**config.mk**
```make
export PLATFORM = sky130hd
export DESIGN_NAME = seven_segment_display
export DESIGN_NICKNAME = d
export VERILOG_FILES = /design/src/rtl/seg7_pkg.sv /design/src/rtl/seg7_glyph.sv /design/src/rtl/seven_segment_display.sv
export SDC_FILE = /design/constraint.sdc
export NUM_CORES = 1
export LEC_CHECK = 0
export ABC_AREA = 1
export CAP_MARGIN = 20
export CORE_ASPECT_RATIO = 1.5
export CORE_MARGIN = 2
export CORE_UTILIZATION = 62
export DETAILED_ROUTE_END_ITERATION = 7
export PLACE_DENSITY_LB_ADDON = 0.05
export SLEW_MARGIN = 20
export SYNTH_ARGS = -nofsm -noshare
export SYNTH_HDL_FRONTEND = slang
export SYNTH_SLANG_ARGS = --single-unit
```
**constraint.sdc**
```tcl
create_clock -name clk -period 3.15 [get_ports clk]
set_clock_uncertainty 0.05 [all_clocks]
set_input_delay 0.63 -clock clk [delete_from_list [all_inputs] [get_ports clk]]
set_output_delay 0.63 -clock clk [all_outputs]
set_load 0.05 [all_outputs]
```
**src/rtl/seg7_pkg.sv**
```systemverilog
// seg7_pkg: glyph constants, active-low glyph table and FSM state encoding for the seven-segment display
package seg7_pkg;
  typedef logic [6:0] seg_t;
  typedef logic [1:0] state_t;
  localparam state_t IDLE = 2'd0;
  localparam state_t CONVERT = 2'd1;
  localparam state_t COMMIT = 2'd2;
  localparam seg_t SEG_BLANK = 7'h7F;
  localparam seg_t SEG_DASH = 7'h3F;
  localparam seg_t GLYPHS [16] = '{
    7'h40, 7'h79, 7'h24, 7'h30, 7'h19, 7'h12, 7'h02, 7'h78,
    7'h00, 7'h10, 7'h08, 7'h03, 7'h46, 7'h21, 7'h06, 7'h0E
  };
endpackage

```
**src/rtl/seg7_glyph.sv**
```systemverilog
// seg7_glyph: maps a 4-bit nibble to its active-low seven-segment glyph
module seg7_glyph import seg7_pkg::*; (
  input  logic [3:0] nib,
  output logic [6:0] seg
);
  assign seg = GLYPHS[nib];
endmodule

```
**src/rtl/seven_segment_display.sv**
```systemverilog
// seven_segment_display: multi-digit hex/decimal display controller with blanking, overflow and blink
module seven_segment_display import seg7_pkg::*; #(
  parameter int DIGITS = 6,
  parameter int WIDTH = 20,
  parameter int BLINK_DIV = 25_000_000
) (
  input  logic                  clk,
  input  logic                  reset,
  input  logic [WIDTH-1:0]      value,
  input  logic                  load,
  input  logic                  hex_mode,
  input  logic                  blank_lz,
  input  logic                  blink_en,
  output logic                  busy,
  output logic                  overflow,
  output logic [DIGITS*7-1:0]   HEX
);
  localparam int NB = 4 * DIGITS;
  localparam int BW = $clog2(BLINK_DIV);
  state_t state;
  logic [NB-1:0] bcd, adj, dig;
  logic [WIDTH-1:0] sh;
  logic [NB+WIDTH-1:0] ext;
  logic [5:0] cnt;
  logic sticky, ovf_r, valid, phase, wrap;
  logic [BW-1:0] bcnt;
  logic [DIGITS*7-1:0] glyph, hex_next;
  logic [DIGITS:0] nz;
  assign ext = {{NB{1'b0}}, value};
  assign wrap = bcnt == BW'(BLINK_DIV - 1);
  assign nz[DIGITS] = 1'b0;
  for (genvar d = 0; d < DIGITS; d++) begin : g_dig
    assign adj[4*d+3:4*d] = bcd[4*d+3:4*d] >= 4'd5 ? bcd[4*d+3:4*d] + 4'd3 : bcd[4*d+3:4*d];
    assign nz[d] = nz[d+1] | (|dig[4*d+3:4*d]);
    seg7_glyph u_glyph (.nib(dig[4*d+3:4*d]), .seg(glyph[7*d+6:7*d]));
    assign hex_next[7*d+6:7*d] = (!valid || (blink_en && phase)) ? SEG_BLANK :
                                 ovf_r ? SEG_DASH :
                                 (blank_lz && !nz[d] && d != 0) ? SEG_BLANK : glyph[7*d+6:7*d];
  end
  always_ff @(posedge clk) begin
    if (reset) begin
      bcnt <= '0;
      phase <= 1'b0;
      busy <= 1'b0;
      overflow <= 1'b0;
      HEX <= {DIGITS{SEG_BLANK}};
    end else begin
      bcnt <= wrap ? '0 : bcnt + 1'b1;
      phase <= phase ^ wrap;
      busy <= state != IDLE;
      overflow <= ovf_r;
      HEX <= hex_next;
    end
  end
  always_ff @(posedge clk) begin
    if (reset) begin
      state <= IDLE;
      bcd <= '0;
      sh <= '0;
      cnt <= '0;
      sticky <= 1'b0;
      dig <= '0;
      ovf_r <= 1'b0;
      valid <= 1'b0;
    end else begin
      case (state)
        IDLE: if (load) begin
          sh <= value;
          cnt <= 6'(WIDTH - 1);
          bcd <= hex_mode ? ext[NB-1:0] : '0;
          sticky <= hex_mode & (|ext[NB+WIDTH-1:NB]);
          state <= hex_mode ? COMMIT : CONVERT;
        end
        CONVERT: begin
          bcd <= {adj[NB-2:0], sh[WIDTH-1]};
          sh <= sh << 1;
          sticky <= sticky | adj[NB-1];
          cnt <= cnt - 6'd1;
          state <= cnt == 6'd0 ? COMMIT : CONVERT;
        end
        COMMIT: begin
          dig <= bcd;
          ovf_r <= sticky;
          valid <= 1'b1;
          state <= IDLE;
        end
        default: state <= IDLE;
      endcase
    end
  end
endmodule

```
==> results of run 1 <==
[cells by family (layout without fill, tap and decap cells)]
group                    Yosys count  after routing  share of synthesized area, %
AO/OA/AOI/OAI                    258            258                          18.7
XOR/XNOR                          16             16                          1.86
adder cells (fa/ha/maj)           46             46                          7.65
buffers and inverters            159            231                          8.60
flip-flops                       149            149                          39.6
AND/OR/NAND/NOR                  417            417                          23.5
[final timing paths]
check             cells past startpoint  slack (ps)            endpoint                 start
setup reg to reg                     10        1210  HEX[13]$_SDFF_PP1_  dig[21]$_SDFFE_PP0N_
hold / removal                        1         400  bcnt[0]$_SDFF_PP0_    bcnt[0]$_SDFF_PP0_
hold reg to reg                       1         400  bcnt[0]$_SDFF_PP0_    bcnt[0]$_SDFF_PP0_
setup / recovery                      1         890             HEX[13]    HEX[13]$_SDFF_PP1_
[worst reg2reg max path, cell delays in order, from the launching register on]
cell and delay, ps:
dfxtp_1 380, inv_1 130, ha_1 170, inv_1 40, nor2_1 180, nand2_1 120
nor2_2 340, nand4_2 240, nand2_1 120, nand2_1 50, nand2_1 70
[final cells by class]
cell class	instances	area [sq um]	area share [%]
Multi-Input combinational cell	737	3900	43.8
Sequential cell	149	2980	33.5
Timing Repair Buffer	76	743	8.34
Inverter	123	467	5.24
Clock buffer	20	447	5.01
Tap cell	153	191	2.15
Clock inverter	12	178	1.99
[cells in the final DEF (no fill, tap or decap), drive strengths merged]
master / instances
clkdlybuf4s50: 69
a21oi: 79
xnor2: 7
o31ai: 1
o211ai: 19
inv: 121
nand2: 206
o311ai: 2
o21ai: 118
xor2: 9
nor3b: 1
nand3: 61
a31oi: 28
nor2: 124
dfxtp: 149
clkinvlp: 4
o22ai: 5
nor3: 6
nand4: 14
buf: 7
or2: 2
o21bai: 1
nand3b: 3
clkbuf: 20
bufinv: 4
a211oi: 4
clkinv: 6
a22oi: 1
ha: 46
[routing by layer]
metal	wire, um	track usage, %
met5	0	0
met4	418	11.0
met3	635	4.73
met2	8910	48.6
met1	7160	31.8
[power breakdown]
part	leakage, uW	total [uW]	switching, uW	internal, uW
Sequential	0.00122	2110	108	2000
Combinational	0.00195	810	532	277
Clock	0.000293	2130	781	1350
[registers in the layout (all words and copies together) (netlist names)]
signal,flops
sh,20
phase,1
valid,1
bcd,24
HEX,42
ovf_r,1
overflow,1
state,2
sticky,1
busy,1
bcnt,25
dig,24
cnt,6
[per-stage QoR]
step / setup WS [ps] / area [sq um] / power [uW] / std cells
floorplan: 1590 / 7530 / 2720 / 1045
global placement: 739 / 8280 / 2930 / 1238
detailed placement: 696 / 8280 / 2950 / 1238
CTS: 864 / 8910 / 5060 / 1270
global route: 841 / 8910 / 5260 / 1270
finish: 886 / 8910 / 5040 / 1270
==> run metrics, run 1 <==
status=finished clean; CTS H-Tree Depth=4; GRT Total Usage=between 20% and 30%; Clk pin slew, worst setup/hold paths=60 ps; slowest stage delay, CP=slightly above 800 ps; Worst EP arrival=~1600 ps; CTS Buf Count=17; chip height=approximately 140 um; PD cells=~570 nW/um^2; final worst path period need=approximately 2300 ps; largest net degree at the start of global routing=62; post-synthesis sequential area ratio=about 40%; Max Slew Vio Count=0; Post-DP HPWL=approximately 12,000 um; Mapped Area=7530 sq um; Routed Antenna Nets=0; leading area contributor after synthesis=dfxtp_1; initial antenna violation count=0; most frequent cells after synthesis=nand2_1 (203), dfxtp_1 (149), nor2_1 (116); GRT overflow=0; layout cells sized above 1=5.64%; Setup TNS=0 ps; YS warnings=0; crit end category=primary output; Async SR Flop Fraction=0%; Post-CTS Setup Bufs=0; hold_ws=roughly 400 ps; main area contributors after synthesis=dfxtp_1 (40%), nand2_1 (10%), ha_1 (7.6%), nor2_1 (5.8%), inv_1 (5.4%); EDFF count, synth=0; io pins=70; worst skew pair latency=~420 ps; top cell type's share of synthesized area=between 30% and 40%; first-pass GRT wire length=slightly below 30,000 um; Pleak=between 0.003 and 0.004 uW; Post-Syn Nets=1,117; # Max-Cap Violations=0; WL/cell=between 10 and 15 um; row cnt=between 40 and 50; Post-layout nets=between 1,000 and 1,500; crit-path leading delay family=buffers and inverters; CP max stage cell=clkdlybuf4s50_1; Root Driver=clkbuf_16; CP required=roughly 2500 ps; Tightest Pin Transition=~550 ps; Layout area overhead=18.4%; relative slew slack=between 60 and 70%; final hold viol count=0; Cell variety after synth=41; CTS tree=done; CP max FO=1; worst-path cell chain=clkdlybuf4s50_1; die width=between 90 and 100 um; Worst Hold Class=register to register; via/cell ratio=~5.4; max frequency=0.442 GHz; Syn Area/Cell=approximately 7.2 sq um; die area=roughly 13,000 sq um; Starting Density=a little over three fifths; CP bufs+invs=1; number of iterations in the first detailed-routing pass=7; clk buf depth=2; RSZ-0062 raised after global routing=no; CP startpoint kind=register; port bufs=between 60 and 70; final setup vio count=0; Mapped Cells=between 1,000 and 1,500; post-CTS sizing=0; CP Class=register to primary output; hold buffers post-CTS=0; drt total wl=~17,000 um; Yosys reg bits=between 100 and 150; Max IR drop VDD=0.366 mV; vias=6,916; fill cell count=roughly 990; initial DRC count=approximately 380; Final Core Density=about 75%; DRC errors left=0; Inserted Diodes=0; clock tree sinks=between 100 and 150; dominant cell by count in the synthesized netlist=nand2_1; Placer Congestion=approximately 0.87; fin crit share=71.9%; ys flop type=dfxtp_1; number of global-route vias before repair=approximately 6,600; Core Box Area=11,900 sq um
(Power assumes the default switching activity.)
==> run 2: changes to the inputs <==
--- a/config.mk
+++ b/config.mk
@@ -9,7 +9,7 @@
 export CAP_MARGIN = 20
 export CORE_ASPECT_RATIO = 1.5
 export CORE_MARGIN = 2
-export CORE_UTILIZATION = 62
+export CORE_UTILIZATION = 58
 export DETAILED_ROUTE_END_ITERATION = 7
 export PLACE_DENSITY_LB_ADDON = 0.05
 export SLEW_MARGIN = 20
==> constraint.sdc (replaced) <==
create_clock -name clk -period 2.2 [get_ports clk]
set_clock_uncertainty 0.05 [all_clocks]
set_input_delay 0.44 -clock clk [delete_from_list [all_inputs] [get_ports clk]]
set_output_delay 0.44 -clock clk [all_outputs]
set_load 0.05 [all_outputs]
==> run 2 against run 1 <==
Combinational power increased by 46%. Critical endpoint is now HEX[19]. Critical path depth is the same. Count of clock-buffer cells in the layout is 1 lower. First-iteration DRC count down 22%. Non-clock buffer count increased by 11. Sequential cell count is the same.
==> run metrics, run 2 (same netlist as run 1, synthesis figures left out) <==
drt total wl=17,300 um (+0.88%); Inserted Diodes=0 (unchanged); Root Driver=clkbuf_16; vias=6,911 (-0.072%); worst hold path stage count=2 (+1); GRT Total Usage=25.7% (-1.6 points); PnR worst setup slack=136 ps (-749 ps); Pleak=0.00351 uW (+1.6%); Post-CTS Setup Bufs=0 (unchanged); status=finished clean; Tightest Pin Transition=535 ps (-19.0 ps); max reg flops=42 (unchanged); worst skew pair latency=420 ps (about the same); Post-layout nets=1,187 (+0.94%); Clk pin slew, worst setup/hold paths=60 ps (about the same); most frequent cells in the layout=nand2_1 (203), dfxtp_1 (149), nor2_1 (115); slowest stage delay, CP=820 ps (about the same); DRC errors left=0 (unchanged); CP startpoint kind=register; Max Slew Vio Count=0 (unchanged); Power Total=7110 uW (+41%); first-pass GRT wire length=29,400 um (+1.1%); Largest regs=HEX (42), bcnt (25); layout cells sized above 1=6.57% (+0.93 points); Worst EP arrival=1570 ps (about the same); Routed Antenna Nets=0 (unchanged); final worst path period need=about 2100 ps; WP depth=1 (unchanged); commonest non-fill, non-tap cell in the layout=nand2_1; initial DRC count=293 (-22%); crit-path leading delay family=buffers and inverters; # Max-Cap Violations=0 (unchanged); initial antenna violation count=0 (unchanged); post-CTS sizing=0 (unchanged); Post-DP HPWL=12,900 um (+4.3%); Starting Density=58.7% (-4.6 points); clock tree sinks=149 (unchanged); crit end category=primary output; final hold viol count=0 (unchanged); max frequency=0.485 GHz; largest net degree at the start of global routing=62 (unchanged); CTS tree=done; Max IR drop VDD=0.471 mV (+28%); CTS Buf Count=17 (unchanged); PD cells=791 nW/um^2 (+40%); clk buf depth=2 (unchanged); GRT overflow=0 (unchanged); CP required=1710 ps (-760 ps); dpl ws=235 ps (-460 ps); Layout area overhead=19.5%; chip height=144 um (+3.3%); fin crit share=~94%; CP max FO=1 (unchanged); Worst Hold Class=register to register; worst-path cell chain=clkdlybuf4s50_1; die area=13,900 sq um (+6.7%); CTS H-Tree Depth=4 (unchanged); CP max stage cell=clkdlybuf4s50_1; WL/cell=13.4 um (-0.37%); die width=97.0 um (+3.3%); CP bufs+invs=1 (unchanged); CP Class=register to primary output; io pins=70 (unchanged); Reg with most FFs=HEX; RSZ-0062 raised after global routing=no; number of iterations in the first detailed-routing pass=5 (-2); Placer Congestion=0.982 (+13%); hold buffers post-CTS=0 (unchanged); via/cell ratio=5.37 (-1.3%); relative slew slack=64.2% (+1.2 points); number of global-route vias before repair=6,510 (-0.99%); final setup vio count=0 (unchanged); row cnt=51 (+4.1%); Setup TNS=0 ps (unchanged); Core Box Area=12,800 sq um (+7.8%); worst reg2reg path depth=11 (+1); port bufs=69 (unchanged)
run 2: cell types whose count changed in the layout (fill, tap and decap cells not counted):
cell       previous run  this run
buf_12                0         2
buf_4                 7        16
bufinv_16             4         3
clkbuf_1              2         1
clkinv_2              2         3
clkinv_4              1         0
inv_6                 1         2
run 2: where the power goes:
group	total [uW]	switching, uW	leakage, uW	internal, uW
Combinational	1180	760	0.00202	423
Clock	2920	1120	0.000282	1810
Sequential	3010	144	0.00122	2860
Total	7110	2020	0.00351	5090
run 2: layout make-up:
cell class	count	area, sq um
clock buffers	19	443
clock inverters	12	153
fillers	1104	3830
inverters	123	467
multi-input cells	737	3900
flip-flops and latches	149	2980
well taps	159	199
repair buffers	87	851
run 2: path summary, 6_finish.rpt:
check	from	slack, ps	end
setup / recovery	HEX[19]$_SDFF_PP1_	140	HEX[19]
hold / removal	sticky$_SDFFE_PP0P_	410	sticky$_SDFFE_PP0P_
setup reg to reg	dig[20]$_SDFFE_PP0N_	500	HEX[13]$_SDFF_PP1_
hold reg to reg	sticky$_SDFFE_PP0P_	410	sticky$_SDFFE_PP0P_
run 2: per-stage QoR:
step | std cells | util, % | hold slack, ps | cell area (sq um)
after global routing | 1286 | 70.1 | 428 | 8990
after global placement | 1255 | 65.5 | 383 | 8400
after CTS | 1286 | 70.1 | 411 | 8990
after floorplan | 1045 | - | 368 | 7530
after detailed placement | 1255 | 65.5 | 398 | 8400
final | 1286 | 70.1 | 413 | 8990
run 2: worst reg2reg max path: stages (launching register included):
cell and delay [ps]:
dfxtp_1 310, inv_1 110, ha_1 190, inv_1 40, nor2_1 180, nand2_1 120, nor2_2 90, buf_4 160
nand4_2 180, nand2_1 110, nand2_1 50, nand2_1 50
run 2: routing by layer:
metal,up-vias,track usage (%),share of wire [%]
met5,-,0,0
met4,0,12.6,3.8
met3,48,5.11,3.1
met2,164,47.1,51
met1,3094,28.3,42
li1,3605,-,-
==> run 3: changes to the inputs <==
--- a/config.mk
+++ b/config.mk
@@ -12,6 +12,7 @@
 export CORE_UTILIZATION = 58
 export DETAILED_ROUTE_END_ITERATION = 7
 export PLACE_DENSITY_LB_ADDON = 0.05
+export SKIP_CTS_REPAIR_TIMING = 1
 export SLEW_MARGIN = 20
 export SYNTH_ARGS = -nofsm -noshare
 export SYNTH_HDL_FRONTEND = slang
==> constraint.sdc (replaced) <==
create_clock -name clk -period 2.3 [get_ports clk]
set_clock_uncertainty 0.05 [all_clocks]
set_input_delay 0.46 -clock clk [delete_from_list [all_inputs] [get_ports clk]]
set_output_delay 0.46 -clock clk [all_outputs]
set_load 0.05 [all_outputs]
==> run 3 against run 2 <==
Sequential cell count stayed put. Sequential power is 4% lower. Hold slack worse by 14 ps. Cell count is 0.47% lower. Cell area is 0.42% lower. Utilization is 0.29 points lower. Non-clock buffer count is 7 lower.
==> run metrics, run 3 (same netlist as run 1, synthesis figures left out) <==
status=finished clean; initial DRC count=308 (+5.1%); largest net degree at the start of global routing=62 (unchanged); CP startpoint kind=register; Starting Density=58.7% (unchanged); first-pass GRT wire length=30,000 um (+2.1%); Core Box Area=12,800 sq um (unchanged); Reg with most FFs=HEX; final setup vio count=0 (unchanged); CP required=1790 ps (+80 ps); slowest stage delay, CP=810 ps (about the same); drt total wl=17,300 um (about the same); Cell Count, Final, Fillers Out=1,280 (-0.47%); Sw Share=28.1% (-0.33 points); Pint=4960 uW (-2.5%); CP bufs+invs=1 (unchanged); Worst Hold Class=register to register; CP max stage cell=clkdlybuf4s50_1; Placer Congestion=0.982 (about the same); Pleak=0.00349 uW (-0.65%); CTS H-Tree Depth=4 (unchanged); Tightest Pin Transition=549 ps (+14.1 ps); max reg flops=42 (unchanged); GRT Total Usage=26.2% (+0.51 points); Inserted Diodes=0 (unchanged); Max IR drop VDD=0.541 mV (+15%); Post-DP HPWL=12,700 um (-1.3%); port bufs=69 (unchanged); Clk pin slew, worst setup/hold paths=60 ps (about the same); Layout area overhead=19.0%; GRT overflow=0 (unchanged); vias=6,835 (-1.1%); Largest regs=HEX (42), bcnt (25); clock share of power=42.3% (+1.2 points); DRC errors left=0 (unchanged); Psw=1940 uW (-4.0%); fin crit share=between 90% and 100%; max frequency=slightly below 0.5 GHz; CTS tree=done; number of iterations in the first detailed-routing pass=8 (+3); clk buf depth=2 (unchanged); RSZ-0062 raised after global routing=no; Post-layout nets=1,180 (-0.59%); die area=13,900 sq um (unchanged); WL/cell=13.5 um (+0.49%); row cnt=51 (unchanged); worst skew pair latency=420 ps (about the same); PD cells=771 nW/um^2 (-2.5%); Worst EP arrival=1570 ps (about the same); relative slew slack=63.3% (-0.94 points); die width=97.0 um (unchanged); crit end category=primary output; worst-path cell chain=clkdlybuf4s50_1; initial antenna violation count=0 (unchanged); Root Driver=clkbuf_16; CTS Buf Count=17 (unchanged); final worst path period need=approximately 2100 ps; chip height=144 um (unchanged); commonest non-fill, non-tap cell in the layout=nand2_1; clock tree sinks=149 (unchanged); Routed Antenna Nets=0 (unchanged); CP max FO=1 (unchanged); layout cells sized above 1=6.07% (-0.50 points); io pins=70 (unchanged); via/cell ratio=5.34 (-0.64%); # Max-Cap Violations=0 (unchanged); Power Total=6900 uW (-2.9%); crit-path leading delay family=buffers and inverters; final hold viol count=0 (unchanged); placed insts=1,248 (-0.56%); Max Slew Vio Count=0 (unchanged); Setup TNS=0 ps (unchanged); number of global-route vias before repair=6,537 (+0.41%); combinational fraction of design power=16.0% (-0.6 points); sequential share of power=41.7% (-0.6 points); most frequent cells in the layout=nand2_1 (203), dfxtp_1 (149), nor2_1 (115); CP Class=register to primary output
[run 3: cell types whose count changed in the layout (fill, tap and decap cells not counted)]
cell        change
buf_4           -6
inv_6           -1
buf_12          -1
bufinv_16       +1
clkinv_2        +1
clkinv_4        +1
clkinvlp_4      -1
[run 3: final timing paths]
check / startpoint / endpoint / slack [ps] / cells past startpoint
setup / recovery: HEX[1]$_SDFF_PP1_ / HEX[1] / 220 / 1
hold / removal: bcnt[0]$_SDFF_PP0_ / bcnt[0]$_SDFF_PP0_ / 400 / 1
setup reg to reg: dig[20]$_SDFFE_PP0N_ / HEX[11]$_SDFF_PP1_ / 410 / 10
hold reg to reg: bcnt[0]$_SDFF_PP0_ / bcnt[0]$_SDFF_PP0_ / 400 / 1
[run 3: power by group through the flow]
stage	sequential [uW]	combinational (uW)	clock (uW)
CTS	2880	1110	2950
global route	2900	1250	3070
global placement	2930	1090	0
detailed placement	2930	1100	0
finish	2880	1110	2920
floorplan	3000	727	0
[run 3: area by class of cell]
type,count,area (sq um)
multi-input cells,737,3900
fillers,1120,3870
flip-flops and latches,149,2980
repair buffers,80,786
inverters,123,467
clock buffers,19,443
well taps,159,199
clock inverters,13,180
[run 3: layer usage]
metal / vias up / track usage (%) / wire [um]
met3: 40 / 4.67 / 601
met4: 0 / 11.3 / 576
met1: 3048 / 29.8 / 7200
li1: 3584 / - / -
met2: 163 / 48.1 / 8890
met5: - / 0 / 0
[run 3: stage by stage]
stage                     worst slack [ps]  utilization [%]  instance area [sq um]  hold slack (ps)
final                                  220             69.8                   8960              399
after global routing                   172             69.8                   8960              408
after CTS                              207             69.8                   8960              398
after detailed placement               193             65.0                   8330              390
after global placement                 204             65.0                   8330              381
after floorplan                        764                -                   7530              368
